**src/rtl/mem_burst_arbiter.sv**
```systemverilog
// Byte-serial RAM port sequencer shared by the block channels (cache refill /
// write-back) and one uncached MMIO channel. MMIO has absolute priority; block
// channels are served round-robin. All bus outputs are registered.
module mem_burst_arbiter #(
    parameter int BLOCK_WIDTH = 4,
    parameter int NUM_PORTS = 3,
    localparam int BLOCK_SIZE = 2 ** BLOCK_WIDTH,
    localparam int TAG_W = 32 - BLOCK_WIDTH
) (
    input  logic                            clkIn,
    input  logic                            resetIn,
    input  logic                            clearIn,
    input  logic [7:0]                      memIn,
    output logic [31:0]                     memAddr,
    output logic [7:0]                      memOut,
    output logic                            readWriteOut,
    input  logic [NUM_PORTS-1:0]            blkReqValid,
    input  logic [NUM_PORTS-1:0]            blkReqWrite,
    input  logic [NUM_PORTS*TAG_W-1:0]      blkReqAddr,
    input  logic [NUM_PORTS*BLOCK_SIZE*8-1:0] blkReqData,
    output logic [NUM_PORTS-1:0]            blkGrant,
    output logic [NUM_PORTS-1:0]            blkDone,
    output logic [BLOCK_SIZE*8-1:0]         blkRdData,
    input  logic [1:0]                      ioReqSize,
    input  logic                            ioReqWrite,
    input  logic [31:0]                     ioReqAddr,
    input  logic [31:0]                     ioReqData,
    output logic                            ioGrant,
    output logic                            ioDone,
    output logic [31:0]                     ioRdData
);

    localparam int BLK_BITS  = BLOCK_SIZE * 8;
    // The staging buffers also carry MMIO words, so they are never narrower than 4 bytes.
    localparam int BUF_BYTES = (BLOCK_SIZE > 4) ? BLOCK_SIZE : 4;
    localparam int BUF_W     = BUF_BYTES * 8;
    localparam int CNT_W     = $clog2(BUF_BYTES) + 1;
    localparam int PTR_W     = (NUM_PORTS > 1) ? $clog2(NUM_PORTS) : 1;

    localparam logic [1:0] S_IDLE = 2'd0;
    localparam logic [1:0] S_RD   = 2'd1;
    localparam logic [1:0] S_WR   = 2'd2;
    localparam logic [1:0] S_DONE = 2'd3;

    logic [1:0]       state;
    logic [CNT_W-1:0] cnt;
    logic [CNT_W-1:0] len;
    logic [31:0]      base;
    logic             isIo;
    logic             ioKill;
    logic [PTR_W-1:0] ptr;
    logic [PTR_W-1:0] curPort;
    logic [BUF_W-1:0] wrBuf;
    logic [BUF_W-1:0] rdBuf;

    logic [CNT_W-1:0] cntInc;
    logic [7:0]       wrByte;
    logic [BUF_W-1:0] rdNext;
    logic             ioAccept;
    logic             pickValid;
    logic [PTR_W-1:0] pickIdx;

    function automatic logic [CNT_W-1:0] ioLen(input logic [1:0] size);
        case (size)
            2'b01:   return CNT_W'(1);
            2'b10:   return CNT_W'(2);
            2'b11:   return CNT_W'(4);
            default: return '0;
        endcase
    endfunction

    // Next byte index, the write byte it selects, and the read buffer with the byte arriving now.
    always_comb begin
        cntInc = cnt + CNT_W'(1);
        wrByte = (int'(cntInc) < BUF_BYTES) ? wrBuf[int'(cntInc)*8 +: 8] : 8'h00;
        rdNext = rdBuf;
        if (cnt != '0) begin
            rdNext[(int'(cnt) - 1)*8 +: 8] = memIn;
        end
    end

    // Request selection: MMIO first (reads held off by a flush), else round-robin from ptr+1.
    always_comb begin
        ioAccept  = (ioReqSize != 2'b00) && !(clearIn && !ioReqWrite);
        pickValid = 1'b0;
        pickIdx   = '0;
        for (int k = 1; k <= NUM_PORTS; k++) begin
            if (!pickValid && blkReqValid[(int'(ptr) + k) % NUM_PORTS]) begin
                pickValid = 1'b1;
                pickIdx   = PTR_W'((int'(ptr) + k) % NUM_PORTS);
            end
        end
    end

    // Transfer sequencer: accept in IDLE, stream bytes in RD/WR, one-cycle DONE before re-arbitration.
    always_ff @(posedge clkIn) begin
        if (!resetIn) begin
            state        <= S_IDLE;
            cnt          <= '0;
            len          <= '0;
            base         <= '0;
            isIo         <= 1'b0;
            ioKill       <= 1'b0;
            ptr          <= PTR_W'(NUM_PORTS - 1);
            curPort      <= '0;
            wrBuf        <= '0;
            rdBuf        <= '0;
            memAddr      <= '0;
            memOut       <= '0;
            readWriteOut <= 1'b0;
            blkGrant     <= '0;
            blkDone      <= '0;
            blkRdData    <= '0;
            ioGrant      <= 1'b0;
            ioDone       <= 1'b0;
            ioRdData     <= '0;
        end else begin
            blkGrant <= '0;
            blkDone  <= '0;
            ioGrant  <= 1'b0;
            ioDone   <= 1'b0;
            case (state)
                S_IDLE: begin
                    cnt    <= '0;
                    ioKill <= 1'b0;
                    rdBuf  <= '0;
                    if (ioAccept) begin
                        isIo         <= 1'b1;
                        len          <= ioLen(ioReqSize);
                        base         <= ioReqAddr;
                        wrBuf        <= BUF_W'(ioReqData);
                        ioGrant      <= 1'b1;
                        memAddr      <= ioReqAddr;
                        memOut       <= ioReqWrite ? ioReqData[7:0] : 8'h00;
                        readWriteOut <= ioReqWrite;
                        state        <= ioReqWrite ? S_WR : S_RD;
                    end else if (pickValid) begin
                        isIo         <= 1'b0;
                        len          <= CNT_W'(BLOCK_SIZE);
                        base         <= {blkReqAddr[int'(pickIdx)*TAG_W +: TAG_W], {BLOCK_WIDTH{1'b0}}};
                        wrBuf        <= BUF_W'(blkReqData[int'(pickIdx)*BLK_BITS +: BLK_BITS]);
                        ptr          <= pickIdx;
                        curPort      <= pickIdx;
                        blkGrant     <= NUM_PORTS'(1) << pickIdx;
                        memAddr      <= {blkReqAddr[int'(pickIdx)*TAG_W +: TAG_W], {BLOCK_WIDTH{1'b0}}};
                        memOut       <= blkReqWrite[pickIdx] ? blkReqData[int'(pickIdx)*BLK_BITS +: 8] : 8'h00;
                        readWriteOut <= blkReqWrite[pickIdx];
                        state        <= blkReqWrite[pickIdx] ? S_WR : S_RD;
                    end
                end
                S_RD: begin
                    // Address for byte cnt is on the bus now; memIn carries byte cnt-1.
                    cnt   <= cntInc;
                    rdBuf <= rdNext;
                    if (clearIn) begin
                        ioKill <= 1'b1;
                    end
                    memAddr <= (cntInc < len) ? base + 32'(cntInc) : 32'h0;
                    if (cnt == len) begin
                        state <= S_DONE;
                        if (isIo) begin
                            if (!(ioKill || clearIn)) begin
                                ioDone   <= 1'b1;
                                ioRdData <= rdNext[31:0];
                            end
                        end else begin
                            blkDone   <= NUM_PORTS'(1) << curPort;
                            blkRdData <= rdNext[BLK_BITS-1:0];
                        end
                    end
                end
                S_WR: begin
                    cnt <= cntInc;
                    if (cntInc < len) begin
                        memAddr      <= base + 32'(cntInc);
                        memOut       <= wrByte;
                        readWriteOut <= 1'b1;
                    end else begin
                        memAddr      <= '0;
                        memOut       <= '0;
                        readWriteOut <= 1'b0;
                        state        <= S_DONE;
                        if (isIo) begin
                            ioDone <= 1'b1;
                        end else begin
                            blkDone <= NUM_PORTS'(1) << curPort;
                        end
                    end
                end
                default: begin
                    state <= S_IDLE;
                end
            endcase
        end
    end

endmodule

```
**config.mk**
```make
export PLATFORM = sky130hd
export DESIGN_NAME = mem_burst_arbiter
export DESIGN_NICKNAME = d
export VERILOG_FILES = /design/src/rtl/mem_burst_arbiter.sv
export SDC_FILE = /design/constraint.sdc
export NUM_CORES = 1
export LEC_CHECK = 0
export ABC_AREA = 1
export CELL_PAD_IN_SITES_DETAIL_PLACEMENT = 1
export CELL_PAD_IN_SITES_GLOBAL_PLACEMENT = 2
export CORE_ASPECT_RATIO = 1.5
export CORE_MARGIN = 10
export CORE_UTILIZATION = 27
export CTS_BUF_LIST = sky130_fd_sc_hd__clkbuf_16
export DETAILED_ROUTE_END_ITERATION = 8
export PLACE_DENSITY = 0.82
export RECOVER_POWER = 50
export SYNTH_ARGS = -nofsm -noshare
export SYNTH_HDL_FRONTEND = slang
export SYNTH_SLANG_ARGS = --single-unit
```
**constraint.sdc**
```tcl
create_clock -name clkIn -period 6.1 [get_ports clkIn]
set_input_delay 1.83 -clock clkIn [delete_from_list [all_inputs] [get_ports clkIn]]
set_output_delay 1.83 -clock clkIn [all_outputs]
set_load 0.01 [all_outputs]
```
==> impl_metrics.env, run 1 <==
export IMPL_cts_buffer_depth=3
export IMPL_post_drt_wl_per_cell_um=24.1
export IMPL_grt_max_degree=156
export IMPL_tns_ns=0
export IMPL_outcome="finished with violations"
export IMPL_p_sw_frac=0.478
export IMPL_synth_flop_cell="dfxtp_1"
export IMPL_path_class="in2reg"
export IMPL_end_kind="register"
export IMPL_synthSimpleGateAreaFrac=0.290
export IMPL_min_period_ns=5.31
export IMPL_vias=29970
export IMPL_avgViaCountPerCell=5.05
export IMPL_synthesis_nets=4574
export IMPL_synthMuxAreaShare=0
export IMPL_numCtsBuffers=55
export IMPL_path_clk_slew_ns=0.06
export IMPL_nNetsFinal=5157
export IMPL_startpoint_type="primary input"
export IMPL_yosys_area_share_adder=0.0120
export IMPL_max_slew_margin=-0.835
export IMPL_cts_sinks=513
export IMPL_worstMarginPinSlew_ns=2.75
export IMPL_synthesis_area_um2=26600
export IMPL_drv_cap=4
export IMPL_hold_buffers=0
export IMPL_power_total_uw=16000
export IMPL_die_w_um=276
export IMPL_synth_edff_count=0
export IMPL_ff2ff_path_depth=18
export IMPL_cp_arrival_ns=5.80
export IMPL_initial_core_util=0.273
export IMPL_synth_xor_area_frac=0.00287
export IMPL_pwr_share_comb=0.497
export IMPL_rsz0062_at_grt="false"
export IMPL_cp_max_fo=28
export IMPL_hold_viol=0
export IMPL_ys_ff_latch=513
export IMPL_dpl_hpwl_um=110000
export IMPL_violations="max-capacitance violations, max-slew violations"
export IMPL_syn_inst=3997
export IMPL_p_leak_uw=0.0149
export IMPL_finalClockSkew_ns=0.0196
export IMPL_fin_crit_sh=0.871
export IMPL_port_buffers=760
export IMPL_ys_warn_count=0
export IMPL_gp_congestion=0.894
export IMPL_netSwitchingPower_uw=7670
export IMPL_die_area_um2=112000
export IMPL_antenna_left=0
export IMPL_cellInternalPower_uw=8370
export IMPL_holdPathStages=2
export IMPL_drv_slew=230
export IMPL_firstDrtPassIters=5
export IMPL_grt_pass1_vias=30886
export IMPL_io_pins=761
export IMPL_vdd_drop_max_mv=0.596
export IMPL_power_density_nw_per_um2=436
export IMPL_hold_class="reg2reg"
export IMPL_area_delta_synth_final_pct=38.5
export IMPL_cp_data_required_time_ns=6.59
export IMPL_cts_tree="done"
export IMPL_synth_compound_area_frac=0.214
export IMPL_grt_first_pass_wirelength_um=208000
export IMPL_wirelength_um=143000
export IMPL_avgSynthCellArea_um2=6.65
export IMPL_max_clock_freq_mhz=188
export IMPL_die_h_um=404
export IMPL_p_seq_frac=0.300
export IMPL_fill_cells=12179
export IMPL_antenna_found_initial=50
export IMPL_grt_total_usage=0.244
export IMPL_overflow=0
export IMPL_drcViolationCount=0
export IMPL_post_cts_buffers=0
export IMPL_clock_latency_ns=0.65
export IMPL_seq_area_frac_synth=0.386
export IMPL_cts_root_buf="clkbuf_16"
export IMPL_fp_row_count=140
export IMPL_post_cts_resize_count=0
export IMPL_finalSetupViolCount=0
export IMPL_htree_levels=2
export IMPL_drive_gt1_frac=0.0422
export IMPL_core_area_um2=97400
export IMPL_synth_top_family_by_area="simple AND/OR/NAND/NOR gates"
export IMPL_ys_types=49
export IMPL_clockPowerShare=0.204
export IMPL_async_flop_share=0
export IMPL_dr_first_iter_drc_count=1783
[cell usage after synthesis, types with 2 or more instances]
cell | number | share of area
o31ai_1 | 2 | 0.00056
dfxtp_1 | 513 | 0.39
nand3_2 | 5 | 0.0019
nand4_1 | 39 | 0.0092
buf_2 | 62 | 0.012
o21ai_1 | 37 | 0.0070
a21oi_1 | 384 | 0.072
or2_2 | 28 | 0.0066
nand3_1 | 381 | 0.072
buf_1 | 21 | 0.0030
a32o_1 | 3 | 0.0011
inv_2 | 11 | 0.0016
o21bai_1 | 34 | 0.0096
ha_1 | 24 | 0.011
clkbuf_1 | 177 | 0.025
nor4_1 | 4 | 0.00094
o21ai_0 | 330 | 0.062
nand3b_1 | 5 | 0.0014
nor3_1 | 47 | 0.0088
inv_1 | 332 | 0.047
buf_6 | 7 | 0.0030
o22ai_1 | 4 | 0.00094
nor2_4 | 5 | 0.0021
a31oi_1 | 35 | 0.0082
nor2_1 | 244 | 0.034
o2111ai_1 | 7 | 0.0023
clkinv_1 | 6 | 0.00085
buf_4 | 11 | 0.0031
a22o_1 | 17 | 0.0056
nand2_2 | 7 | 0.0016
a221oi_1 | 10 | 0.0033
o211ai_1 | 106 | 0.030
a22oi_1 | 34 | 0.0096
nor2_2 | 11 | 0.0026
xor2_1 | 4 | 0.0013
nand2_1 | 1037 | 0.15
[final timing paths]
path                       start                      to  slack [ns]
max               blkReqValid[1]   base[22]$_SDFFE_PN0P_        0.79
min          len[2]$_SDFFE_PN0P_     len[2]$_SDFFE_PN0P_        0.47
max reg2reg  cnt[0]$_SDFFE_PN0P_  rdBuf[38]$_SDFFE_PN0P_        1.10
min reg2reg  len[2]$_SDFFE_PN0P_     len[2]$_SDFFE_PN0P_        0.47
[cell families (layout without fill, tap and decap cells)]
group                    Yosys count  count (layout)
XOR/XNOR                           7               7
AO/OA/AOI/OAI                   1006            1006
buffers and inverters            627            1254
other                              0              27
adder cells (fa/ha/maj)           25              25
AND/OR/NAND/NOR                 1819            1819
flip-flops                       513             513
[cell usage in the layout, fill, tap and decap left out, types with 4 or more instances in the layout]
| master | n |
|---|---|
| ha_1 | 22 |
| or2_2 | 28 |
| a22o_1 | 17 |
| clkinv_1 | 19 |
| o21bai_1 | 34 |
| inv_2 | 10 |
| nor3_1 | 47 |
| o2111ai_1 | 7 |
| a31oi_1 | 35 |
| nand4_1 | 39 |
| nand2_1 | 1040 |
| nor2_4 | 12 |
| dlygate4sd3_1 | 210 |
| a221oi_1 | 10 |
| buf_12 | 7 |
| a22oi_1 | 34 |
| o211ai_1 | 106 |
| nor4_1 | 4 |
| o21ai_0 | 341 |
| a21oi_1 | 383 |
| inv_1 | 346 |
| buf_4 | 32 |
| clkbuf_16 | 55 |
| nand3b_1 | 5 |
| nor2_2 | 9 |
| dfxtp_1 | 513 |
| diode_2 | 27 |
| nor2_1 | 239 |
| nand2_2 | 4 |
| nand3_2 | 4 |
| o21ai_1 | 26 |
| clkinv_2 | 12 |
| nand3_1 | 383 |
| clkdlybuf4s50_1 | 549 |
[critical path: stages]
cell and delay, ns:
dlygate4sd3_1 0.60, inv_1 0.10, nand2_1 0.06, nand3_1 0.09, nand2_1 0.10, nand3_1 0.14
nor2_1 0.06, nor2_1 0.30, clkinvlp_2 0.81, clkbuf_1 0.77, a21oi_1 0.44, o21ai_0 0.25
nand2_1 0.17, a21oi_1 0.08
[layout make-up]
class | count | area [um^2] | share of cell area
Antenna cell | 27 | 67.6 | 0.00183
Clock buffer | 55 | 1380 | 0.0374
Clock inverter | 46 | 299 | 0.00812
Inverter | 349 | 1320 | 0.0358
Multi-Input combinational cell | 2857 | 13900 | 0.377
Sequential cell | 513 | 10300 | 0.279
Tap cell | 1278 | 1600 | 0.0434
Timing Repair Buffer | 804 | 8010 | 0.218
[power groups by stage]
stage / clock, uW / sequential, uW / combinational (uW)
2_1_floorplan: 0 / 4770 / 4530
3_3_place_gp: 0 / 4870 / 8130
3_5_place_dp: 0 / 4880 / 8180
4_1_cts: 3360 / 4820 / 8210
5_1_grt: 3480 / 4890 / 8760
6_report: 3270 / 4810 / 7970
[per-stage QoR]
stage | setup slack, ns | util | hold slack (ns) | instances | area, um^2
floorplan | 2.10 | - | 0.426 | 3997 | 26600
global placement | 1.01 | 0.361 | 0.451 | 5801 | 35100
detailed placement | 0.961 | 0.361 | 0.456 | 5801 | 35100
CTS | 1.39 | 0.378 | 0.466 | 5902 | 36800
global route | 0.525 | 0.378 | 0.478 | 5924 | 36800
finish | 0.788 | 0.378 | 0.465 | 5929 | 36800
[sequential cells by signal, indices dropped and copies added (netlist names), 3 cells and up]
| name | flops |
|---|---|
| blkDone | 3 |
| cnt | 5 |
| memAddr | 32 |
| len | 4 |
| blkRdData | 128 |
| blkGrant | 3 |
| rdBuf | 128 |
| ioRdData | 32 |
| base | 32 |
| wrBuf | 128 |
| memOut | 8 |
[routing by layer]
layer / global-route usage / routed length, um / vias up / share of wire
met5: 0 / 109 / - / 0.00076
met4: 0.0756 / 3940 / 14 / 0.028
met3: 0.0535 / 8520 / 174 / 0.060
met2: 0.439 / 71700 / 871 / 0.50
met1: 0.282 / 58800 / 14407 / 0.41
li1: - / - / 14504 / -
(Power assumes the default switching activity.)
==> run 2: changes to the inputs <==
REMOVE_ABC_BUFFERS = 1   (was default)
==> run 2 against run 1 <==
Against the previous run: first-iteration DRC count decreased by 13%; worst hold slack worse by 0.00090 ns; global-route usage rose by 0.050 points; sequential power down 1%; setup slack better by 0.0032 ns; register-to-register slack got worse by 0.25 ns; critical endpoint is now wrBuf[14]$_SDFFE_PN0P_; cell count up 0.22%; largest cell class unchanged; die area unchanged; via count fell by 0.19%; the flow still finishes with violations (max-capacitance violations, max-slew violations); clock power grew 2%; clock skew grew 0.013 ns.
==> impl_metrics.env, run 2 (same netlist as run 1, synthesis figures left out) <==
export IMPL_outcome="finished with violations"
export IMPL_violations="max-capacitance violations, max-slew violations"
export IMPL_hold_viol=0
export IMPL_grt_total_usage=0.244
export IMPL_largestRegisters="blkRdData (128), rdBuf (128), wrBuf (128)"
export IMPL_initial_core_util=0.273
export IMPL_startpoint_type="primary input"
export IMPL_drv_cap=3
export IMPL_post_drt_wl_per_cell_um=24.1
export IMPL_finalSetupViolCount=0
export IMPL_cts_tree="done"
export IMPL_tns_ns=0
export IMPL_overflow=0
export IMPL_max_clock_freq_mhz=188
export IMPL_drv_slew=90
export IMPL_grt_first_pass_wirelength_um=209000
export IMPL_end_kind="register"
export IMPL_core_area_um2=97400
export IMPL_hold_buffers=0
export IMPL_cts_buffer_depth=3
export IMPL_ff_latch_area_um2=10300
export IMPL_cts_root_buf="clkbuf_16"
export IMPL_dr_first_iter_drc_count=1556
export IMPL_area_delta_synth_final_pct=38.8
export IMPL_fin_crit_sh=0.870
export IMPL_mostFrequentLayoutCells="1041 x nand2_1, 549 x clkdlybuf4s50_1, 513 x dfxtp_1, 384 x nand3_1, 383 x a21oi_1"
export IMPL_dp_cells=5813
export IMPL_vias=29912
export IMPL_antenna_found_initial=38
export IMPL_cp_max_fo=41
export IMPL_die_w_um=276
export IMPL_worstMarginPinSlew_ns=2.03
export IMPL_worstReg2RegStart="cnt[1]$_SDFFE_PN0P_"
export IMPL_cp_arrival_ns=5.89
export IMPL_antenna_left=0
export IMPL_die_area_um2=112000
export IMPL_stdcell_count=5942
export IMPL_setup_ws_ns=0.791
export IMPL_htree_levels=2
export IMPL_port_buffers=760
export IMPL_max_slew_margin=-0.362
export IMPL_fp_row_count=140
export IMPL_drcViolationCount=0
export IMPL_post_cts_resize_count=0
export IMPL_wirelength_um=143000
export IMPL_die_h_um=404
export IMPL_cts_sinks=513
export IMPL_grt_pass1_vias=31022
export IMPL_path_clk_slew_ns=0.06
export IMPL_final_common_cell="nand2_1"
export IMPL_clock_latency_ns=0.65
export IMPL_power_total_uw=16100
export IMPL_gp_congestion=0.910
export IMPL_p_leak_uw=0.0150
export IMPL_min_period_ns=5.31
export IMPL_firstDrtPassIters=5
export IMPL_fill_cells=12175
export IMPL_dpl_hpwl_um=107000
export IMPL_numCtsBuffers=56
export IMPL_vdd_drop_max_mv=0.387
export IMPL_drive_gt1_frac=0.0442
export IMPL_multi_input_comb_area_um2=13800
export IMPL_avgViaCountPerCell=5.03
export IMPL_hold_class="reg2reg"
export IMPL_power_density_nw_per_um2=436
export IMPL_finalClockSkew_ns=0.0328
export IMPL_nNetsFinal=5170
export IMPL_cp_data_required_time_ns=6.68
export IMPL_startpoint="clearIn"
export IMPL_pre_cts_ws_ns=1.14
export IMPL_path_class="in2reg"
export IMPL_post_cts_buffers=0
export IMPL_grt_max_degree=226
export IMPL_io_pins=761
export IMPL_min_from="rdBuf[84]$_SDFFE_PN0P_"
export IMPL_rsz0062_at_grt="false"
-- run 2: power by group --
| part | internal, uW | total (uW) | switching (uW) |
|---|---|---|---|
| clock network | 1780 | 3340 | 1570 |
| registers | 4180 | 4740 | 559 |
| logic | 2500 | 8000 | 5510 |
-- run 2: worst paths after layout --
path / to / slack, ns / cells after the start
worst max-delay path: wrBuf[14]$_SDFFE_PN0P_ / 0.79 / 12
worst min-delay path: rdBuf[84]$_SDFFE_PN0P_ / 0.46 / 2
worst min register to register: rdBuf[84]$_SDFFE_PN0P_ / 0.46 / 2
worst max register to register: rdBuf[27]$_SDFFE_PN0P_ / 0.85 / 12
-- run 2: final cells by class --
| type | count | area share |
|---|---|---|
| clock buffer | 57 | 0.0386 |
| inverter | 349 | 0.0356 |
| antenna | 29 | 0.00197 |
| clock inverter | 43 | 0.00783 |
| multi-input combinational | 2857 | 0.375 |
| tap | 1278 | 0.0433 |
| timing repair buffer | 816 | 0.220 |
| sequential | 513 | 0.278 |
-- run 2: per-layer routing --
metal / vias to the layer above / global-route usage / part of all wire
met2: 847 / 0.428 / 0.49
met5: - / 0 / 0.0011
met1: 14328 / 0.281 / 0.41
met3: 193 / 0.0600 / 0.064
met4: 24 / 0.0940 / 0.038
li1: 14520 / - / -
-- run 2: metrics by stage --
| stage | hold WS [ns] | instance area (um^2) | utilization |
|---|---|---|---|
| floorplan | 0.426 | 25400 | - |
| global placement | 0.450 | 35200 | 0.362 |
| detailed placement | 0.456 | 35200 | 0.362 |
| CTS | 0.466 | 37000 | 0.379 |
| global route | 0.481 | 36900 | 0.379 |
| finish | 0.464 | 36900 | 0.379 |
-- run 2: worst max-delay path, cell delays in order --
cell and delay [ns]:
dlygate4sd3_1 0.59, inv_1 0.06, o22ai_1 1.07, inv_2 0.06, nor2_1 0.49, nor2_8 0.13, inv_2 0.73, buf_4 0.45
a22oi_1 0.17, nand2_1 0.09, nand2_1 0.05, nand3_1 0.10
==> run 3: changes to the inputs <==
GPL_TIMING_DRIVEN = 1   (was default)
==> results of run 3 <==
The final DEF is identical to that of run 2; final timing and power are the same.
